File: config.mk
export PLATFORM = sky130hd
export DESIGN_NAME = regs_xfer_ctrl
export DESIGN_NICKNAME = d
export VERILOG_FILES = /design/src/rtl/regs_xfer_pkg.sv /design/src/rtl/regs_stack_ptr.sv /design/src/rtl/regs_xfer_ctrl.sv
export SDC_FILE = /design/constraint.sdc
export NUM_CORES = 1
export LEC_CHECK = 0
export BUFFER_PORTS_ARGS = -buffer_cell sky130_fd_sc_hd__buf_4
export CAP_MARGIN = 20
export CORE_MARGIN = 3
export CORE_UTILIZATION = 25
export CTS_CLUSTER_DIAMETER = 50
export DETAILED_ROUTE_END_ITERATION = 8
export GPL_TIMING_DRIVEN = 0
export HOLD_SLACK_MARGIN = 0.15
export PLACE_DENSITY = 0.54
export SYNTH_ARGS = -nofsm -noshare
export SYNTH_HDL_FRONTEND = slang
export SYNTH_HIERARCHICAL = 1
export SYNTH_SLANG_ARGS = --single-unit
File: constraint.sdc
create_clock -name PHI0 -period 3.8 [get_ports PHI0]
set_input_delay 0.57 -clock PHI0 [delete_from_list [all_inputs] [get_ports PHI0]]
set_output_delay 0.57 -clock PHI0 [all_outputs]
set_load 0.005 [all_outputs]
File: src/rtl/regs_xfer_pkg.sv
// ---------------------------------------------------------------------------
// regs_xfer_pkg
// Shared definitions for the index/stack register transfer controller:
//   - op_e    : command opcodes carried on cmd_op
//   - state_e : sequencer states
//   - sp_op_e : stack-pointer update selector
//   - idx_width() : width of an index field that can address NREG regs + S
// ---------------------------------------------------------------------------
package regs_xfer_pkg;

    typedef enum logic [1:0] {
        OP_NOP  = 2'd0,
        OP_MOV  = 2'd1,
        OP_PUSH = 2'd2,
        OP_PULL = 2'd3
    } op_e;

    typedef enum logic [2:0] {
        ST_IDLE     = 3'd0,
        ST_XFER     = 3'd1,
        ST_PUSH_WR  = 3'd2,
        ST_PUSH_DEC = 3'd3,
        ST_PULL_INC = 3'd4,
        ST_PULL_RD  = 3'd5
    } state_e;

    typedef enum logic [1:0] {
        SP_HOLD = 2'd0,
        SP_INC  = 2'd1,
        SP_DEC  = 2'd2,
        SP_LOAD = 2'd3
    } sp_op_e;

    // Index fields must reach value NREG (which selects S); never narrower than 1 bit.
    function automatic int idx_width(input int nreg);
        int w;
        w = $clog2(nreg + 1);
        return (w < 1) ? 1 : w;
    endfunction

endpackage

File: src/rtl/regs_stack_ptr.sv
// ---------------------------------------------------------------------------
// regs_stack_ptr
// DW-wide stack pointer S with hold / increment / decrement / load, resetting
// to SP_INIT. Arithmetic wraps modulo 2^DW.
// Optional feature (macro REGS_STACK_GUARD_EN): sticky o_fault flag that sets
// when a decrement wraps 0 -> all-ones or an increment wraps all-ones -> 0;
// cleared by reset or i_fault_clr. The wrap still happens.
// Ports:
//   i_clk, i_rst        clock, asynchronous active-high reset
//   i_op                update selector (sp_op_e)
//   i_load_val          value for SP_LOAD
//   i_fault_clr/o_fault guard clear / sticky flag (macro only)
//   o_sp                current S
// ---------------------------------------------------------------------------
module regs_stack_ptr
    import regs_xfer_pkg::*;
#(
    parameter int                DW      = 8,
    parameter logic [DW-1:0]     SP_INIT = '1
) (
    input  logic          i_clk,
    input  logic          i_rst,
    input  sp_op_e        i_op,
    input  logic [DW-1:0] i_load_val,
`ifdef REGS_STACK_GUARD_EN
    input  logic          i_fault_clr,
    output logic          o_fault,
`endif
    output logic [DW-1:0] o_sp
);

    logic [DW-1:0] r_sp;

    // S register update
    always_ff @(posedge i_clk or posedge i_rst) begin
        if (i_rst) begin
            r_sp <= SP_INIT;
        end else begin
            case (i_op)
                SP_INC:  r_sp <= r_sp + DW'(1'b1);
                SP_DEC:  r_sp <= r_sp - DW'(1'b1);
                SP_LOAD: r_sp <= i_load_val;
                default: r_sp <= r_sp;
            endcase
        end
    end

    assign o_sp = r_sp;

`ifdef REGS_STACK_GUARD_EN
    logic r_fault;
    logic w_wrap;

    // Detect an update that is about to wrap around the address space
    always_comb begin
        w_wrap = 1'b0;
        if ((i_op == SP_DEC) && (r_sp == '0)) begin
            w_wrap = 1'b1;
        end else if ((i_op == SP_INC) && (&r_sp)) begin
            w_wrap = 1'b1;
        end else begin
            w_wrap = 1'b0;
        end
    end

    // Sticky guard flag; a wrap on the same edge as a clear wins
    always_ff @(posedge i_clk or posedge i_rst) begin
        if (i_rst) begin
            r_fault <= 1'b0;
        end else if (w_wrap) begin
            r_fault <= 1'b1;
        end else if (i_fault_clr) begin
            r_fault <= 1'b0;
        end else begin
            r_fault <= r_fault;
        end
    end

    assign o_fault = r_fault;
`endif

endmodule

File: src/rtl/regs_xfer_ctrl.sv
// ---------------------------------------------------------------------------
// regs_xfer_ctrl
// NREG index registers plus stack pointer S. Sequences MOV transfers on the
// special bus (SB) and stack PUSH/PULL with S driven onto ADL. All outputs are
// registered; n_ready = 1 freezes any operation in progress.
// Optional feature: define REGS_STACK_GUARD_EN to add stk_fault.
// Ports:
//   PHI0, RES            clock, asynchronous active-high reset
//   n_ready              1 = stall
//   cmd_valid/op/src/dst command interface (index NREG = S)
//   sb_in                SB data captured at the end of a PULL
//   sb_out/sb_drive      SB output and its valid
//   adl_out/adl_drive    stack address low and its valid
//   busy                 operation in progress
//   err                  1-cycle pulse on a rejected illegal index
//   reg_q                {S, reg[NREG-1], ..., reg[0]}
//   stk_fault            sticky stack wrap flag (macro only)
// ---------------------------------------------------------------------------
module regs_xfer_ctrl
    import regs_xfer_pkg::*;
#(
    parameter int          DW      = 8,
    parameter int          NREG    = 2,
    parameter logic [31:0] SP_INIT = 32'h0000_00FF
) (
    input  logic                         PHI0,
    input  logic                         RES,
    input  logic                         n_ready,
    input  logic                         cmd_valid,
    input  logic [1:0]                   cmd_op,
    input  logic [idx_width(NREG)-1:0]   cmd_src,
    input  logic [idx_width(NREG)-1:0]   cmd_dst,
    input  logic [DW-1:0]                sb_in,
    output logic [DW-1:0]                sb_out,
    output logic                         sb_drive,
    output logic [DW-1:0]                adl_out,
    output logic                         adl_drive,
    output logic                         busy,
    output logic                         err,
`ifdef REGS_STACK_GUARD_EN
    output logic                         stk_fault,
`endif
    output logic [(NREG+1)*DW-1:0]       reg_q
);

    localparam int IW = idx_width(NREG);

    state_e        r_state, w_state_nxt;
    logic [DW-1:0] r_regs [NREG];
    logic [IW-1:0] r_src, r_dst;
    logic [DW-1:0] r_sb_out, w_sb_out_nxt;
    logic          r_sb_drive, w_sb_drive_nxt;
    logic [DW-1:0] r_adl_out, w_adl_out_nxt;
    logic          r_adl_drive, w_adl_drive_nxt;
    logic          r_busy;
    logic          r_err, w_err_nxt;

    logic [DW-1:0] w_sp, w_sp_load;
    sp_op_e        w_sp_op;
    logic [DW-1:0] w_rd [NREG+1];
    logic [DW-1:0] w_cmd_src_val, w_lat_src_val;
    logic          w_accept, w_illegal;
    logic          w_reg_we;
    logic [IW-1:0] w_reg_waddr;
    logic [DW-1:0] w_reg_wdata;
    logic          w_fault_clr;

    regs_stack_ptr #(
        .DW      (DW),
        .SP_INIT (SP_INIT[DW-1:0])
    ) u_sp (
        .i_clk       (PHI0),
        .i_rst       (RES),
        .i_op        (w_sp_op),
        .i_load_val  (w_sp_load),
`ifdef REGS_STACK_GUARD_EN
        .i_fault_clr (w_fault_clr),
        .o_fault     (stk_fault),
`endif
        .o_sp        (w_sp)
    );

    // Read view of the whole register set; slot NREG is S
    always_comb begin
        for (int i = 0; i < NREG; i++) begin
            w_rd[i] = r_regs[i];
        end
        w_rd[NREG] = w_sp;
    end

    // Source operand for a command being presented and for the latched command
    always_comb begin
        w_cmd_src_val = '0;
        w_lat_src_val = '0;
        if (cmd_src <= IW'(NREG)) begin
            w_cmd_src_val = w_rd[cmd_src];
        end else begin
            w_cmd_src_val = '0;
        end
        if (r_src <= IW'(NREG)) begin
            w_lat_src_val = w_rd[r_src];
        end else begin
            w_lat_src_val = '0;
        end
    end

    // Only the index fields the opcode actually uses are range-checked
    always_comb begin
        w_illegal = 1'b0;
        case (op_e'(cmd_op))
            OP_MOV:  w_illegal = (cmd_src > IW'(NREG)) || (cmd_dst > IW'(NREG));
            OP_PUSH: w_illegal = (cmd_src > IW'(NREG));
            OP_PULL: w_illegal = (cmd_dst > IW'(NREG));
            default: w_illegal = 1'b0;
        endcase
    end

    // Next state, next registered outputs, register/S write controls
    always_comb begin
        w_state_nxt     = r_state;
        w_sb_out_nxt    = r_sb_out;
        w_sb_drive_nxt  = r_sb_drive;
        w_adl_out_nxt   = r_adl_out;
        w_adl_drive_nxt = r_adl_drive;
        w_err_nxt       = 1'b0;
        w_accept        = 1'b0;
        w_sp_op         = SP_HOLD;
        w_sp_load       = '0;
        w_reg_we        = 1'b0;
        w_reg_waddr     = r_dst;
        w_reg_wdata     = '0;
        w_fault_clr     = 1'b0;

        case (r_state)
            ST_IDLE: begin
                if (cmd_valid && !n_ready && (op_e'(cmd_op) != OP_NOP)) begin
                    if (w_illegal) begin
                        w_err_nxt = 1'b1;
                    end else begin
                        w_accept = 1'b1;
                        case (op_e'(cmd_op))
                            OP_MOV: begin
                                w_state_nxt    = ST_XFER;
                                w_sb_drive_nxt = 1'b1;
                                w_sb_out_nxt   = w_cmd_src_val;
                            end
                            OP_PUSH: begin
                                w_state_nxt     = ST_PUSH_WR;
                                w_sb_drive_nxt  = 1'b1;
                                w_sb_out_nxt    = w_cmd_src_val;
                                w_adl_drive_nxt = 1'b1;
                                w_adl_out_nxt   = w_sp;
                            end
                            OP_PULL: begin
                                w_state_nxt = ST_PULL_INC;
                            end
                            default: begin
                                w_state_nxt = ST_IDLE;
                            end
                        endcase
                    end
                end else begin
                    w_state_nxt = ST_IDLE;
                end
            end
            ST_XFER: begin
                if (!n_ready) begin
                    w_state_nxt    = ST_IDLE;
                    w_sb_drive_nxt = 1'b0;
                    w_sb_out_nxt   = '0;
                    if (r_dst == IW'(NREG)) begin
                        w_sp_op     = SP_LOAD;
                        w_sp_load   = w_lat_src_val;
                        w_fault_clr = 1'b1;
                    end else begin
                        w_reg_we    = 1'b1;
                        w_reg_wdata = w_lat_src_val;
                    end
                end else begin
                    w_state_nxt = r_state;
                end
            end
            ST_PUSH_WR: begin
                if (!n_ready) begin
                    w_state_nxt     = ST_PUSH_DEC;
                    w_sb_drive_nxt  = 1'b0;
                    w_sb_out_nxt    = '0;
                    w_adl_drive_nxt = 1'b0;
                    w_adl_out_nxt   = '0;
                end else begin
                    w_state_nxt = r_state;
                end
            end
            ST_PUSH_DEC: begin
                if (!n_ready) begin
                    w_state_nxt = ST_IDLE;
                    w_sp_op     = SP_DEC;
                end else begin
                    w_state_nxt = r_state;
                end
            end
            ST_PULL_INC: begin
                if (!n_ready) begin
                    // ADL must show the incremented S in PULL_RD, so precompute it
                    w_state_nxt     = ST_PULL_RD;
                    w_sp_op         = SP_INC;
                    w_adl_drive_nxt = 1'b1;
                    w_adl_out_nxt   = w_sp + DW'(1'b1);
                end else begin
                    w_state_nxt = r_state;
                end
            end
            ST_PULL_RD: begin
                if (!n_ready) begin
                    w_state_nxt     = ST_IDLE;
                    w_adl_drive_nxt = 1'b0;
                    w_adl_out_nxt   = '0;
                    if (r_dst == IW'(NREG)) begin
                        w_sp_op   = SP_LOAD;
                        w_sp_load = sb_in;
                    end else begin
                        w_reg_we    = 1'b1;
                        w_reg_wdata = sb_in;
                    end
                end else begin
                    w_state_nxt = r_state;
                end
            end
            default: begin
                w_state_nxt     = ST_IDLE;
                w_sb_drive_nxt  = 1'b0;
                w_sb_out_nxt    = '0;
                w_adl_drive_nxt = 1'b0;
                w_adl_out_nxt   = '0;
            end
        endcase
    end

    // State register and registered outputs
    always_ff @(posedge PHI0 or posedge RES) begin
        if (RES) begin
            r_state     <= ST_IDLE;
            r_sb_out    <= '0;
            r_sb_drive  <= 1'b0;
            r_adl_out   <= '0;
            r_adl_drive <= 1'b0;
            r_busy      <= 1'b0;
            r_err       <= 1'b0;
        end else begin
            r_state     <= w_state_nxt;
            r_sb_out    <= w_sb_out_nxt;
            r_sb_drive  <= w_sb_drive_nxt;
            r_adl_out   <= w_adl_out_nxt;
            r_adl_drive <= w_adl_drive_nxt;
            r_busy      <= (w_state_nxt != ST_IDLE);
            r_err       <= w_err_nxt;
        end
    end

    // Latch operand indices on acceptance
    always_ff @(posedge PHI0 or posedge RES) begin
        if (RES) begin
            r_src <= '0;
            r_dst <= '0;
        end else if (w_accept) begin
            r_src <= cmd_src;
            r_dst <= cmd_dst;
        end
    end

    // Index register file
    always_ff @(posedge PHI0 or posedge RES) begin
        if (RES) begin
            for (int i = 0; i < NREG; i++) begin
                r_regs[i] <= '0;
            end
        end else begin
            for (int i = 0; i < NREG; i++) begin
                if (w_reg_we && (w_reg_waddr == IW'(i))) begin
                    r_regs[i] <= w_reg_wdata;
                end
            end
        end
    end

    // Flat readback, S in the top slice
    always_comb begin
        reg_q = '0;
        for (int i = 0; i <= NREG; i++) begin
            reg_q[i*DW +: DW] = w_rd[i];
        end
    end

    assign sb_out    = r_sb_out;
    assign sb_drive  = r_sb_drive;
    assign adl_out   = r_adl_out;
    assign adl_drive = r_adl_drive;
    assign busy      = r_busy;
    assign err       = r_err;

endmodule
==> results.sh, run 1 <==
export IMPL_status="complete, no violations"
export IMPL_gp_congestion=0.7945
export IMPL_power_density_nw_per_um2=725.8
export IMPL_firstDrtPassIters=6
export IMPL_post_cts_setup_buffers=0
export IMPL_path_clk_slew_ns=0.07
export IMPL_syn_inst=364
export IMPL_ys_seq_area_frac=0.3789
export IMPL_cts_buffers=5
export IMPL_cpMostUsedCell="o21ai_0"
export IMPL_path_buf_inv=2
export IMPL_holdBufCountCts=0
export IMPL_clk_latency_ns=0.29
export IMPL_grt_pass1_wl_um=15830
export IMPL_synthesis_nets=391
export IMPL_die_width_um=122.5
export IMPL_period_share=0.8527
export IMPL_area_delta_synth_final_pct=25.32
export IMPL_critPathTopFamily="simple AND/OR/NAND/NOR gates"
export IMPL_port_buffers=60
export IMPL_ant_nets=0
export IMPL_grt_antenna_before_repair=0
export IMPL_post_route_min_period_ns=3.240
export IMPL_dp_hpwl_um=7540
export IMPL_yosys_area_top_type="dfrtp_1"
export IMPL_hold_slack_ns=0.2484
export IMPL_ys_warn_count=6
export IMPL_fillCellCount=1360
export IMPL_grt_max_degree=31
export IMPL_fin_tns_setup_ns=0
export IMPL_diodes=0
export IMPL_regArea_sq_um=1286
export IMPL_tightest_slew_ns=0.5299
export IMPL_die_area_sq_um=15010
export IMPL_cap_violations=0
export IMPL_dieHeight_um=122.5
export IMPL_required_ns=4.02
export IMPL_slew_headroom=0.6460
export IMPL_clock_path_buffers=2
export IMPL_yosysMostFrequentCell="dfrtp_1"
export IMPL_initial_core_util=0.2626
export IMPL_cts_resized_gates=0
export IMPL_layout_nets=459
export IMPL_first_global_vias=2897
export IMPL_core_area_sq_um=12930
export IMPL_async_flop_share=1.000
export IMPL_worstSetupPathType="flop to flop"
export IMPL_fmax_ghz=0.3086
export IMPL_wl_um=9936
export IMPL_setup_viol=0
export IMPL_drt_iter0_drc=326
export IMPL_synth_common_cells="dfrtp_1 (43), nand2_1 (36), nor2_1 (29)"
export IMPL_grt_use_total=0.1320
export IMPL_num_rows=41
export IMPL_slowest_delay_ns=0.43
export IMPL_path_cells="nand2b_1 > or2_2 > clkbuf_1 > o21ai_0 > and2_1 > buf_6 > nor2b_1 > xor2_1 > ha_1 > and4_2 > a22o_1 > o21ai_0 > nand2_1"
export IMPL_vias_per_cell=5.010
export IMPL_cp_arrival_ns=3.46
export IMPL_fin_worst_skew_ns=0.005643
export IMPL_grt_setup_unrepaired="false"
export IMPL_cts_tree="done"
export IMPL_yosys_area_top_type_share=0.3170
export IMPL_drive_above_1_share=0.2771
export IMPL_crit_path_end_kind="flop"
export IMPL_cts_sinks=51
export IMPL_vias=3031
export IMPL_synth_avg_cell_area_sq_um=9.326
export IMPL_multi_input_area_sq_um=1883
export IMPL_slew_violations=0
export IMPL_hold_violations=0
export IMPL_synth_flop_cell="dfrtp_1"
export IMPL_power_leakage_uw=0.001832
export IMPL_synth_seq_cells=51
export IMPL_crit_slowest_cell="nor2b_1"
export IMPL_synthTopCellsByArea="dfrtp_1 (32%), dfstp_2 (6.2%), mux2i_1 (4.7%)"
export IMPL_io_pins=62
export IMPL_drc=0
export IMPL_grt_overflow=0
export IMPL_synth_area_sq_um=3395
export IMPL_synth_edf_count=0
export IMPL_hold_path_class="input pin to asynchronous set/reset pin"
export IMPL_synth_distinct_cells=64
export IMPL_cts_root_buf="clkbuf_16"
export IMPL_htreeDepth=2
export IMPL_ir_worst_vdd_mv=0.2178
export IMPL_avgRoutedWirePerCell_um=16.42
export IMPL_startpoint_type="flop"
export IMPL_crit_fanout=10
-- routing by layer --
metal  wire length (um)  part of all wire  up-vias  track usage
met1               4532              0.46     1474       0.1815
li1                   -                 -     1460            -
met4                138             0.014        0      0.03289
met3                492             0.050        8      0.02120
met5                  0                 0        -            0
met2               4773              0.48       89       0.2168
-- final timing paths --
| kind | startpoint | depth (start not counted) | endpoint | slack, ns |
|---|---|---|---|---|
| min | RES | 2 | adl_out[6] | 0.25 |
| min reg2reg | sb_drive | 1 | sb_drive | 0.48 |
| max | r_dst[0] | 13 | u_sp/o_sp[4] | 0.56 |
| min in group PHI0 | sb_drive | 1 | sb_drive | 0.48 |
| max reg2reg | r_dst[0] | 13 | u_sp/o_sp[4] | 0.56 |
| max in group asynchronous | RES | 3 | reg_q[4] | 3.07 |
-- per-stage QoR --
stage	instance area [sq um]	util	total power (uW)	setup WS (ns)	cells
floorplan	3395	-	2003	0.8369	364
global placement	4060	0.3141	2555	0.3351	596
detailed placement	4080	0.3156	2565	0.2738	597
CTS	4254	0.3291	3106	0.5538	605
global route	4254	0.3291	3318	0.2443	605
finish	4254	0.3291	3088	0.5596	605
-- flip-flops by register name (all words and copies together), names as in the netlist --
name / count
err: 1
busy: 1
r_state: 3
reg_q: 16
adl_drive: 1
sb_out: 8
sb_drive: 1
r_src: 2
u_sp/o_sp: 8
adl_out: 8
r_dst: 2
-- area by class of cell --
cell class                      count  area share
Multi-Input combinational cell    274      0.4426
Sequential cell                    51      0.3024
Timing Repair Buffer               61      0.1106
Tap cell                          172     0.05059
Buffer                             26     0.04147
Clock buffer                        6     0.03265
Inverter                           13     0.01147
Clock inverter                      2    0.008235
-- logic make-up after synthesis --
family	count (synthesis)	synth area share
xor+xnor	7	0.01806
fa+ha+maj	9	0.03317
buf+inv	39	0.06635
flops	51	0.3789
mux	28	0.09583
simple gates	125	0.1928
compound gates	105	0.2149
-- worst register-to-register path: stages (launching register included) --
cell	delay (ns)
dfrtp_1	0.42
nand2b_1	0.19
or2_2	0.27
clkbuf_1	0.18
o21ai_0	0.20
and2_1	0.16
buf_6	0.14
nor2b_1	0.43
xor2_1	0.13
ha_1	0.28
and4_2	0.30
a22o_1	0.23
o21ai_0	0.16
nand2_1	0.07
-- report_power, final --
group	switching [uW]	internal, uW
Sequential	254	746
Combinational	809	753
Clock	199	328
Total	1260	1830
-- cell usage in the layout (no fill, tap or decap), types with 7 or more instances in the layout --
master / count
o31ai_1: 8
clkbuf_1: 7
o22ai_1: 8
buf_4: 63
or3_1: 7
dfrtp_1: 43
a21oi_1: 14
buf_2: 8
mux2i_1: 16
dfstp_2: 8
nor2b_1: 10
o21ai_0: 27
ha_1: 9
nor2_1: 29
a32oi_1: 7
mux2_4: 8
a22o_1: 9
inv_1: 11
nand2_1: 36
(Power assumes the default switching activity.)
==> inputs of run 2 (changes only) <==
Settings changed: PLACE_DENSITY 0.54 to default, PLACE_DENSITY_LB_ADDON from default to 0.2.
==> results.sh, run 2 (synthesis results as in run 1) <==
export IMPL_crit_path_end_kind="flop"
export IMPL_routed_top_layer="met4"
export IMPL_fillCellCount=1385
export IMPL_final_cell_mix="buf_4 (63), dfrtp_1 (43), nand2_1 (36)"
export IMPL_die_width_um=122.5
export IMPL_clock_path_buffers=2
export IMPL_post_cts_setup_buffers=0
export IMPL_grt_overflow=0
export IMPL_routed_wl_met3_um=497
export IMPL_tightest_slew_ns=0.5044
export IMPL_dp_hpwl_um=7645
export IMPL_ant_nets=0
export IMPL_hold_violations=0
export IMPL_vias=2965
export IMPL_initial_core_util=0.2626
export IMPL_fin_worst_skew_ns=0.005705
export IMPL_final_common_cell="buf_4"
export IMPL_setup_viol=0
export IMPL_layout_nets=459
export IMPL_power_density_nw_per_um2=717.0
export IMPL_cts_tree="done"
export IMPL_core_area_sq_um=12930
export IMPL_avgRoutedWirePerCell_um=16.80
export IMPL_io_pins=62
export IMPL_cp_arrival_ns=3.50
export IMPL_power_leakage_uw=0.001819
export IMPL_wl_met1_um=4765
export IMPL_fin_tns_setup_ns=0
export IMPL_drc=0
export IMPL_cts_resized_gates=0
export IMPL_vias_per_cell=4.901
export IMPL_holdBufCountCts=0
export IMPL_startpoint_type="flop"
export IMPL_grt_setup_unrepaired="false"
export IMPL_num_rows=41
export IMPL_startpoint="r_dst[0]"
export IMPL_cap_violations=0
export IMPL_required_ns=4.02
export IMPL_cts_root_buf="clkbuf_16"
export IMPL_grt_antenna_before_repair=0
export IMPL_crit_fanout=10
export IMPL_port_buffers=60
export IMPL_first_global_vias=2891
export IMPL_path_clk_slew_ns=0.07
export IMPL_dieHeight_um=122.5
export IMPL_wl_um=10160
export IMPL_slew_violations=0
export IMPL_grt_pass1_wl_um=16220
export IMPL_fmax_ghz=0.3049
export IMPL_drt_iter0_drc=240
export IMPL_diodes=0
export IMPL_post_route_min_period_ns=3.279
export IMPL_total_power_uw=3031
export IMPL_wl_met2_um=4742
export IMPL_period_share=0.8630
export IMPL_worstSetupPathType="flop to flop"
export IMPL_status="complete, no violations"
export IMPL_worstReg2RegStart="r_dst[0]"
export IMPL_grt_use_total=0.1390
export IMPL_cts_buffers=5
export IMPL_htreeDepth=2
export IMPL_ir_worst_vdd_mv=0.2517
export IMPL_gp_congestion=0.8462
export IMPL_slew_headroom=0.6602
export IMPL_clk_latency_ns=0.29
export IMPL_die_area_sq_um=15010
export IMPL_cts_sinks=51
export IMPL_firstDrtPassIters=4
export IMPL_hold_path_class="input pin to asynchronous set/reset pin"
export IMPL_grt_max_degree=40
export IMPL_area_delta_synth_final_pct=24.55
export IMPL_drive_above_1_share=0.2748
export IMPL_largest_register_ffs=16
==> run 2: cell count changes in the layout (fill, tap and decap cells not counted), sizes merged <==
cell | before | now
bufinv | 1 | 0
clkbuf | 15 | 16
==> run 2: final cells by class <==
| type | count | area [sq um] | share of cell area |
|---|---|---|---|
| buffer | 26 | 176.4 | 0.04173 |
| tap | 172 | 215.2 | 0.05090 |
| multi-input combinational | 274 | 1883 | 0.4454 |
| inverter | 13 | 48.80 | 0.01154 |
| sequential | 51 | 1286 | 0.3042 |
| timing repair buffer | 61 | 470.5 | 0.1113 |
| clock buffer | 7 | 142.6 | 0.03374 |
| clock inverter | 1 | 5.005 | 0.001184 |
==> run 2: metrics by stage <==
step | setup slack [ns] | utilization | instances | hold slack [ns] | area, sq um
floorplan | 0.8369 | - | 364 | 0.4741 | 3395
global placement | 0.2995 | 0.3141 | 596 | 0.4634 | 4060
detailed placement | 0.2837 | 0.3156 | 597 | 0.4743 | 4080
CTS | 0.5578 | 0.3270 | 605 | 0.1524 | 4228
global route | 0.3555 | 0.3270 | 605 | 0.1571 | 4228
finish | 0.5208 | 0.3270 | 605 | 0.1548 | 4228
==> run 2: report_power, final <==
group	leakage (uW)	internal [uW]	total (uW)	switching [uW]
logic	0.00109	752	1560	808
registers	0.000657	745	1000	254
clock network	0.0000739	262	472	210
==> run 2: critical path, stage by stage (launching register included) <==
cell      delay [ns]
dfrtp_1         0.43
nand2b_1        0.19
or2_2           0.28
clkbuf_1        0.18
o21ai_0         0.16
and2_1          0.15
buf_6           0.14
nor2b_1         0.43
xor2_1          0.14
ha_1            0.29
and4_2          0.30
a22o_1          0.24
o21ai_0         0.19
nand2_1         0.08
==> run 2: worst paths after layout <==
path	end	slack [ns]	cells after the start
max reg2reg	u_sp/o_sp[4]	0.52	13
max in group asynchronous	sb_out[1]	3.21	3
max	u_sp/o_sp[4]	0.52	13
min in group PHI0	sb_drive	0.49	1
min reg2reg	sb_drive	0.49	1
min	adl_out[2]	0.15	2
==> run 2: routing by layer <==
metal | up-vias | track usage
li1 | 1465 | -
met1 | 1419 | 0.1926
met2 | 72 | 0.2219
met3 | 9 | 0.02535
met4 | 0 | 0.03919
met5 | - | 0
